**config.mk**
```make
export PLATFORM = sky130hd
export DESIGN_NAME = ship_move_ctrl
export DESIGN_NICKNAME = d
export VERILOG_FILES = /design/src/rtl/space_invaders_pkg.sv /design/src/rtl/ship_move_ctrl_dir_arbiter.sv /design/src/rtl/ship_move_ctrl.sv
export SDC_FILE = /design/constraint.sdc
export NUM_CORES = 1
export LEC_CHECK = 0
export ABC_AREA = 1
export BUFFER_PORTS_ARGS = -buffer_cell sky130_fd_sc_hd__buf_4
export CAP_MARGIN = 25
export CORE_MARGIN = 3
export CORE_UTILIZATION = 31
export CTS_CLUSTER_SIZE = 16
export DETAILED_ROUTE_END_ITERATION = 16
export GPL_TIMING_DRIVEN = 0
export PLACE_DENSITY = 0.53
export SYNTH_ARGS = -nofsm -noshare
export SYNTH_HDL_FRONTEND = slang
export SYNTH_SLANG_ARGS = --single-unit
```
**constraint.sdc**
```tcl
create_clock -name i_clk_25MHz -period 1.35 [get_ports i_clk_25MHz]
set_input_delay 0.405 -clock i_clk_25MHz [delete_from_list [all_inputs] [get_ports i_clk_25MHz]]
set_output_delay 0.405 -clock i_clk_25MHz [all_outputs]
set_load 0.01 [all_outputs]
```
**src/rtl/space_invaders_pkg.sv**
```systemverilog
// Shared types and playfield constants for the Space Invaders game datapath.
package space_invaders_pkg;

  typedef enum logic [1:0] {
    DIR_NONE  = 2'b00,
    DIR_LEFT  = 2'b01,
    DIR_RIGHT = 2'b10
  } dir_t;

  typedef enum logic [1:0] {
    ST_IDLE   = 2'b00,
    ST_FIRST  = 2'b01,
    ST_HOLD   = 2'b10,
    ST_REPEAT = 2'b11
  } move_state_t;

  localparam int SHIP_X_MIN = 0;
  localparam int SHIP_X_MAX = 31;

  function automatic int max2(input int a, input int b);
    return (a > b) ? a : b;
  endfunction

endpackage

```
**src/rtl/ship_move_ctrl_dir_arbiter.sv**
```systemverilog
// Left/right arbitration: a lone held button wins; when both are held the
// most recently pressed one wins, with left taking a same-cycle tie.
module dir_arbiter
  import space_invaders_pkg::*;
(
  input  logic i_clk,
  input  logic i_reset_n,
  input  logic i_left,
  input  logic i_right,
  output dir_t o_dir
);

  logic prev_left_q;
  logic prev_right_q;
  dir_t last_q;
  dir_t last_d;

  always_comb begin
    last_d = last_q;
    if (i_left && !prev_left_q) begin
      last_d = DIR_LEFT;
    end else if (i_right && !prev_right_q) begin
      last_d = DIR_RIGHT;
    end

    o_dir = DIR_NONE;
    if (i_left && i_right) begin
      o_dir = last_d;
    end else if (i_left) begin
      o_dir = DIR_LEFT;
    end else if (i_right) begin
      o_dir = DIR_RIGHT;
    end
  end

  always_ff @(posedge i_clk or negedge i_reset_n) begin
    if (!i_reset_n) begin
      prev_left_q  <= 1'b0;
      prev_right_q <= 1'b0;
      last_q       <= DIR_LEFT;
    end else begin
      prev_left_q  <= i_left;
      prev_right_q <= i_right;
      last_q       <= last_d;
    end
  end

endmodule

```
**src/rtl/ship_move_ctrl.sv**
```systemverilog
// Turns debounced button levels into single-cycle ship move pulses:
// immediate first move, hold delay, then frame-paced auto-repeat.
module ship_move_ctrl
  import space_invaders_pkg::*;
#(
  parameter int X_W           = 5,
  parameter int X_MIN         = SHIP_X_MIN,
  parameter int X_MAX         = SHIP_X_MAX,
  parameter int HOLD_FRAMES   = 8,
  parameter int REPEAT_FRAMES = 2
) (
  input  logic           i_clk_25MHz,
  input  logic           i_reset_n,
  input  logic           i_enable,
  input  logic           i_frame_tick,
  input  logic           i_left_debounced,
  input  logic           i_right_debounced,
  input  logic [X_W-1:0] i_ship_x,
  output logic           o_move_left,
  output logic           o_move_right,
  output logic [1:0]     o_dir
);

  localparam int CNT_MAX = max2(HOLD_FRAMES, REPEAT_FRAMES);
  localparam int CNT_W   = $clog2(CNT_MAX + 1);
  localparam logic [CNT_W-1:0] HOLD_LAST   = CNT_W'(HOLD_FRAMES - 1);
  localparam logic [CNT_W-1:0] REPEAT_LAST = CNT_W'(REPEAT_FRAMES - 1);
  localparam logic [X_W-1:0]   X_MIN_V     = X_W'(X_MIN);
  localparam logic [X_W-1:0]   X_MAX_V     = X_W'(X_MAX);

  move_state_t      state_q, state_d;
  logic [CNT_W-1:0] cnt_q, cnt_d;
  dir_t             dir_q, dir_d;
  logic             move_left_q, move_left_d;
  logic             move_right_q, move_right_d;

  dir_t             arb_dir;
  dir_t             req_dir;
  logic             fire;
  logic [CNT_W-1:0] tick_last;

  dir_arbiter u_dir_arbiter (
    .i_clk     (i_clk_25MHz),
    .i_reset_n (i_reset_n),
    .i_left    (i_left_debounced),
    .i_right   (i_right_debounced),
    .o_dir     (arb_dir)
  );

  always_comb begin
    state_d      = state_q;
    cnt_d        = cnt_q;
    fire         = 1'b0;
    req_dir      = i_enable ? arb_dir : DIR_NONE;
    dir_d        = req_dir;
    tick_last    = (state_q == ST_HOLD) ? HOLD_LAST : REPEAT_LAST;

    // Pausing and releasing both collapse to IDLE with a cleared counter.
    if (req_dir == DIR_NONE) begin
      state_d = ST_IDLE;
      cnt_d   = '0;
    end else begin
      case (state_q)
        ST_IDLE: begin
          state_d = ST_FIRST;
          cnt_d   = '0;
        end
        ST_FIRST: begin
          fire    = 1'b1;
          state_d = ST_HOLD;
          cnt_d   = '0;
        end
        ST_HOLD, ST_REPEAT: begin
          if (req_dir != dir_q) begin
            state_d = ST_FIRST;
            cnt_d   = '0;
          end else if (i_frame_tick) begin
            if (cnt_q == tick_last) begin
              fire    = 1'b1;
              state_d = ST_REPEAT;
              cnt_d   = '0;
            end else begin
              cnt_d = cnt_q + CNT_W'(1);
            end
          end
        end
        default: begin
          state_d = ST_IDLE;
          cnt_d   = '0;
        end
      endcase
    end

    // Edge masking only gates the pulse; the sequencing above is unaffected.
    move_left_d  = fire && (req_dir == DIR_LEFT)  && (i_ship_x != X_MIN_V);
    move_right_d = fire && (req_dir == DIR_RIGHT) && (i_ship_x != X_MAX_V);
  end

  always_ff @(posedge i_clk_25MHz or negedge i_reset_n) begin
    if (!i_reset_n) begin
      state_q      <= ST_IDLE;
      cnt_q        <= '0;
      dir_q        <= DIR_NONE;
      move_left_q  <= 1'b0;
      move_right_q <= 1'b0;
    end else begin
      state_q      <= state_d;
      cnt_q        <= cnt_d;
      dir_q        <= dir_d;
      move_left_q  <= move_left_d;
      move_right_q <= move_right_d;
    end
  end

  assign o_move_left  = move_left_q;
  assign o_move_right = move_right_q;
  assign o_dir        = dir_q;

endmodule
```
==> flow_metrics.env <==
export IMPL_cts_buffer_depth=2
export IMPL_firstDrtPassIters=2
export IMPL_utilization_pct=44.0
export IMPL_fin_nets=127
export IMPL_grt_setup_unrepaired="true"
export IMPL_drt_iter0_markers=11
export IMPL_cts_root_buf="clkbuf_4"
export IMPL_cts_buffers=3
export IMPL_finalSetupTns_ps=0
export IMPL_setup_violations=0
export IMPL_synth_ff_type="dfrtp_1"
export IMPL_synth_avg_cell_area_um2=8.46
export IMPL_dpl_cell_area_um2=918
export IMPL_die_area_um2=3150
export IMPL_clkTransAtPathRegs_ps=100
export IMPL_yosysSeqAreaShare_pct=45.2
export IMPL_cp_top_family="simple AND/OR/NAND/NOR gates"
export IMPL_avgRoutedWirePerCell_um=11.4
export IMPL_synth_seq_cells=14
export IMPL_final_cell_area_um2=1010
export IMPL_ys_warn_count=0
export IMPL_min_period_ps=1320
export IMPL_die_h_um=56.1
export IMPL_routed_wl_mm=1.61
export IMPL_ys_top_cells_by_area="dfrtp_1, nand2_1, inv_1, nand3_2, nand2_2"
export IMPL_startpoint_type="flop"
export IMPL_synthArstFlopShare_pct=100
export IMPL_htree_levels=1
export IMPL_clock_fmax_ghz=0.755
export IMPL_critPathBufInv=0
export IMPL_vias_per_cell=4.52
export IMPL_place_hpwl_mm=1.20
export IMPL_ff2ff_path_depth=9
export IMPL_insertion_delay_ps=280
export IMPL_overflow=0
export IMPL_syn_nets=104
export IMPL_worstSetupPathType="reg -> reg"
export IMPL_drtAntennaViolNets=0
export IMPL_yosysTopAreaCell="dfrtp_1"
export IMPL_worstSetupPathDepth=9
export IMPL_yosysTopAreaCellShare_pct=41.8
export IMPL_die_w_um=56.1
export IMPL_grt_max_degree=15
export IMPL_layout_drive_gt1_share_pct=42.1
export IMPL_status="finished clean"
export IMPL_area_growth_pct=29.9
export IMPL_hold_viol=0
export IMPL_p_per_area_nw_per_um2=893
export IMPL_start_util_pct=33.9
export IMPL_timing_hold_ws_ps=277
export IMPL_cts_sinks=14
export IMPL_crit_chain="nand2_2, nand3_4, nand2_4, nand2_2, nand2_2, nor2_4, nand3_2, nand2_1, nand2_1"
export IMPL_yosys_top_cells_count="nand2_1, inv_1, dfrtp_1"
export IMPL_max_stage_delay_ps=530
export IMPL_grt_pass1_wl_mm=2.77
export IMPL_drc_errors=0
export IMPL_worstSetupEndpointType="flop"
export IMPL_cp_slowest_cell="dfstp_2"
export IMPL_finalCritPeriodShare_pct=98.1
export IMPL_slew_viol_final=0
export IMPL_hold_depth=1
export IMPL_cp_max_fo=5
export IMPL_yosysUniqueCellTypes=22
export IMPL_synthCells=92
export IMPL_crit_required_ps=1530
export IMPL_io_pins=15
export IMPL_ir_drop_uv=524
export IMPL_cp_common_cell="nand2_2"
export IMPL_antenna_found_initial=0
export IMPL_port_buffer_count=14
export IMPL_worst_pin_slew_ps=287
export IMPL_max_cap_violations=0
export IMPL_slew_headroom_pct=80.8
export IMPL_synth_edff_count=0
export IMPL_rows=17
export IMPL_cts_tree="yes"
export IMPL_skew_ps=12.5
export IMPL_core_area_um2=2300
export IMPL_leakagePower_uw=0.000519
export IMPL_grt_pass1_vias=693
export IMPL_syn_cell_area_um2=778
export IMPL_vias=642
export IMPL_antenna_cells=0
export IMPL_gp_congestion=0.699
export IMPL_cp_arrival_ps=1500
export IMPL_hold_path_class="in -> reg"
export IMPL_yosysMostFrequentCell="nand2_1"
export IMPL_grt_total_usage_pct=10.9
export IMPL_power_total_uw=903
-- per-stage QoR --
step	setup slack, ps	cells
floorplan	83.6	92
global placement	-139	134
detailed placement	-155	134
CTS	1.64	140
global route	-73.5	142
finish	26.1	142
-- registers in the layout, summed over array words and instances, names as in the netlist --
| signal | flops |
|---|---|
| cnt_q | 4 |
| o_dir | 2 |
| o_move_left | 1 |
| o_move_right | 1 |
| state_q | 2 |
| u_dir_arbiter.last_q | 2 |
| u_dir_arbiter.prev_left_q | 1 |
| u_dir_arbiter.prev_right_q | 1 |
-- worst paths after layout --
| path | startpoint | end | slack [ps] |
|---|---|---|---|
| max | u_dir_arbiter.last_q[0] | state_q[0] | 30 |
| min | i_left_debounced | u_dir_arbiter.prev_left_q | 280 |
| max reg2reg | u_dir_arbiter.last_q[0] | state_q[0] | 30 |
| min reg2reg | u_dir_arbiter.last_q[0] | u_dir_arbiter.last_q[0] | 510 |
| max in group asynchronous | i_reset_n | u_dir_arbiter.last_q[0] | 580 |
| min in group asynchronous | i_reset_n | cnt_q[0] | 510 |
-- worst register-to-register path, stage by stage, from the launching register on --
cell,delay (ps)
dfstp_2,530
nand2_2,70
nand3_4,80
nand2_4,80
nand2_2,70
nand2_2,60
nor2_4,130
nand3_2,100
nand2_1,80
nand2_1,40
-- routing by layer --
layer / global-route usage (%) / up-vias / part of all wire (%)
li1: - / 336 / -
met5: 0 / - / 0
met1: 13.3 / 294 / 44
met2: 18.5 / 10 / 52
met4: 4.07 / 0 / 0.93
met3: 2.32 / 2 / 2.7
-- layout by cell type, fill, tap and decap left out, types with 2 or more instances in the layout --
| cell | netlist | routed |
|---|---|---|
| o211ai_1 | 3 | 3 |
| a21oi_1 | 2 | 2 |
| clkbuf_4 | 0 | 3 |
| nand3_2 | 4 | 3 |
| nand2_1 | 17 | 10 |
| inv_2 | 2 | 3 |
| nand2_2 | 6 | 12 |
| xor2_1 | 2 | 2 |
| nand2_4 | 3 | 4 |
| nand3_1 | 4 | 4 |
| nor2_1 | 9 | 9 |
| inv_1 | 14 | 13 |
| nand4_1 | 3 | 3 |
| dfrtp_1 | 13 | 13 |
| buf_4 | 0 | 17 |
-- logic make-up (layout without fill, tap and decap cells) --
family / Yosys count / count (layout) / synth area share [%]
compound gates: 10 / 10 / 8.20
xor+xnor: 2 / 2 / 2.25
fa+ha+maj: 1 / 1 / 1.61
buf+inv: 16 / 38 / 7.72
flops: 14 / 14 / 45.2
simple gates: 49 / 49 / 35.0
-- area by class of cell --
| type | count | area (um2) |
|---|---|---|
| Fill cell | 239 | 1290 |
| Multi-Input combinational cell | 62 | 400 |
| Sequential cell | 14 | 352 |
| Timing Repair Buffer | 18 | 138 |
| Inverter | 16 | 60.1 |
| Tap cell | 28 | 35.0 |
| Clock buffer | 4 | 26.3 |
-- report_power, final --
part / switching (uW) / leakage (uW) / internal (uW)
Sequential: 20.4 / 0.000182 / 443
Clock: 137 / 0.0000150 / 114
Combinational: 110 / 0.000322 / 77.9
Total: 267 / 0.000519 / 635
-- what timing repair did --
item	in CTS	in global routing
hold endpoints to repair	13	0
setup buffers	1	2
hold buffers	1	0
setup endpoints to repair	2	8
pin swaps	3	10
gates resized for setup	2	9
No activity file was read; power rests on OpenSTA's default activity.
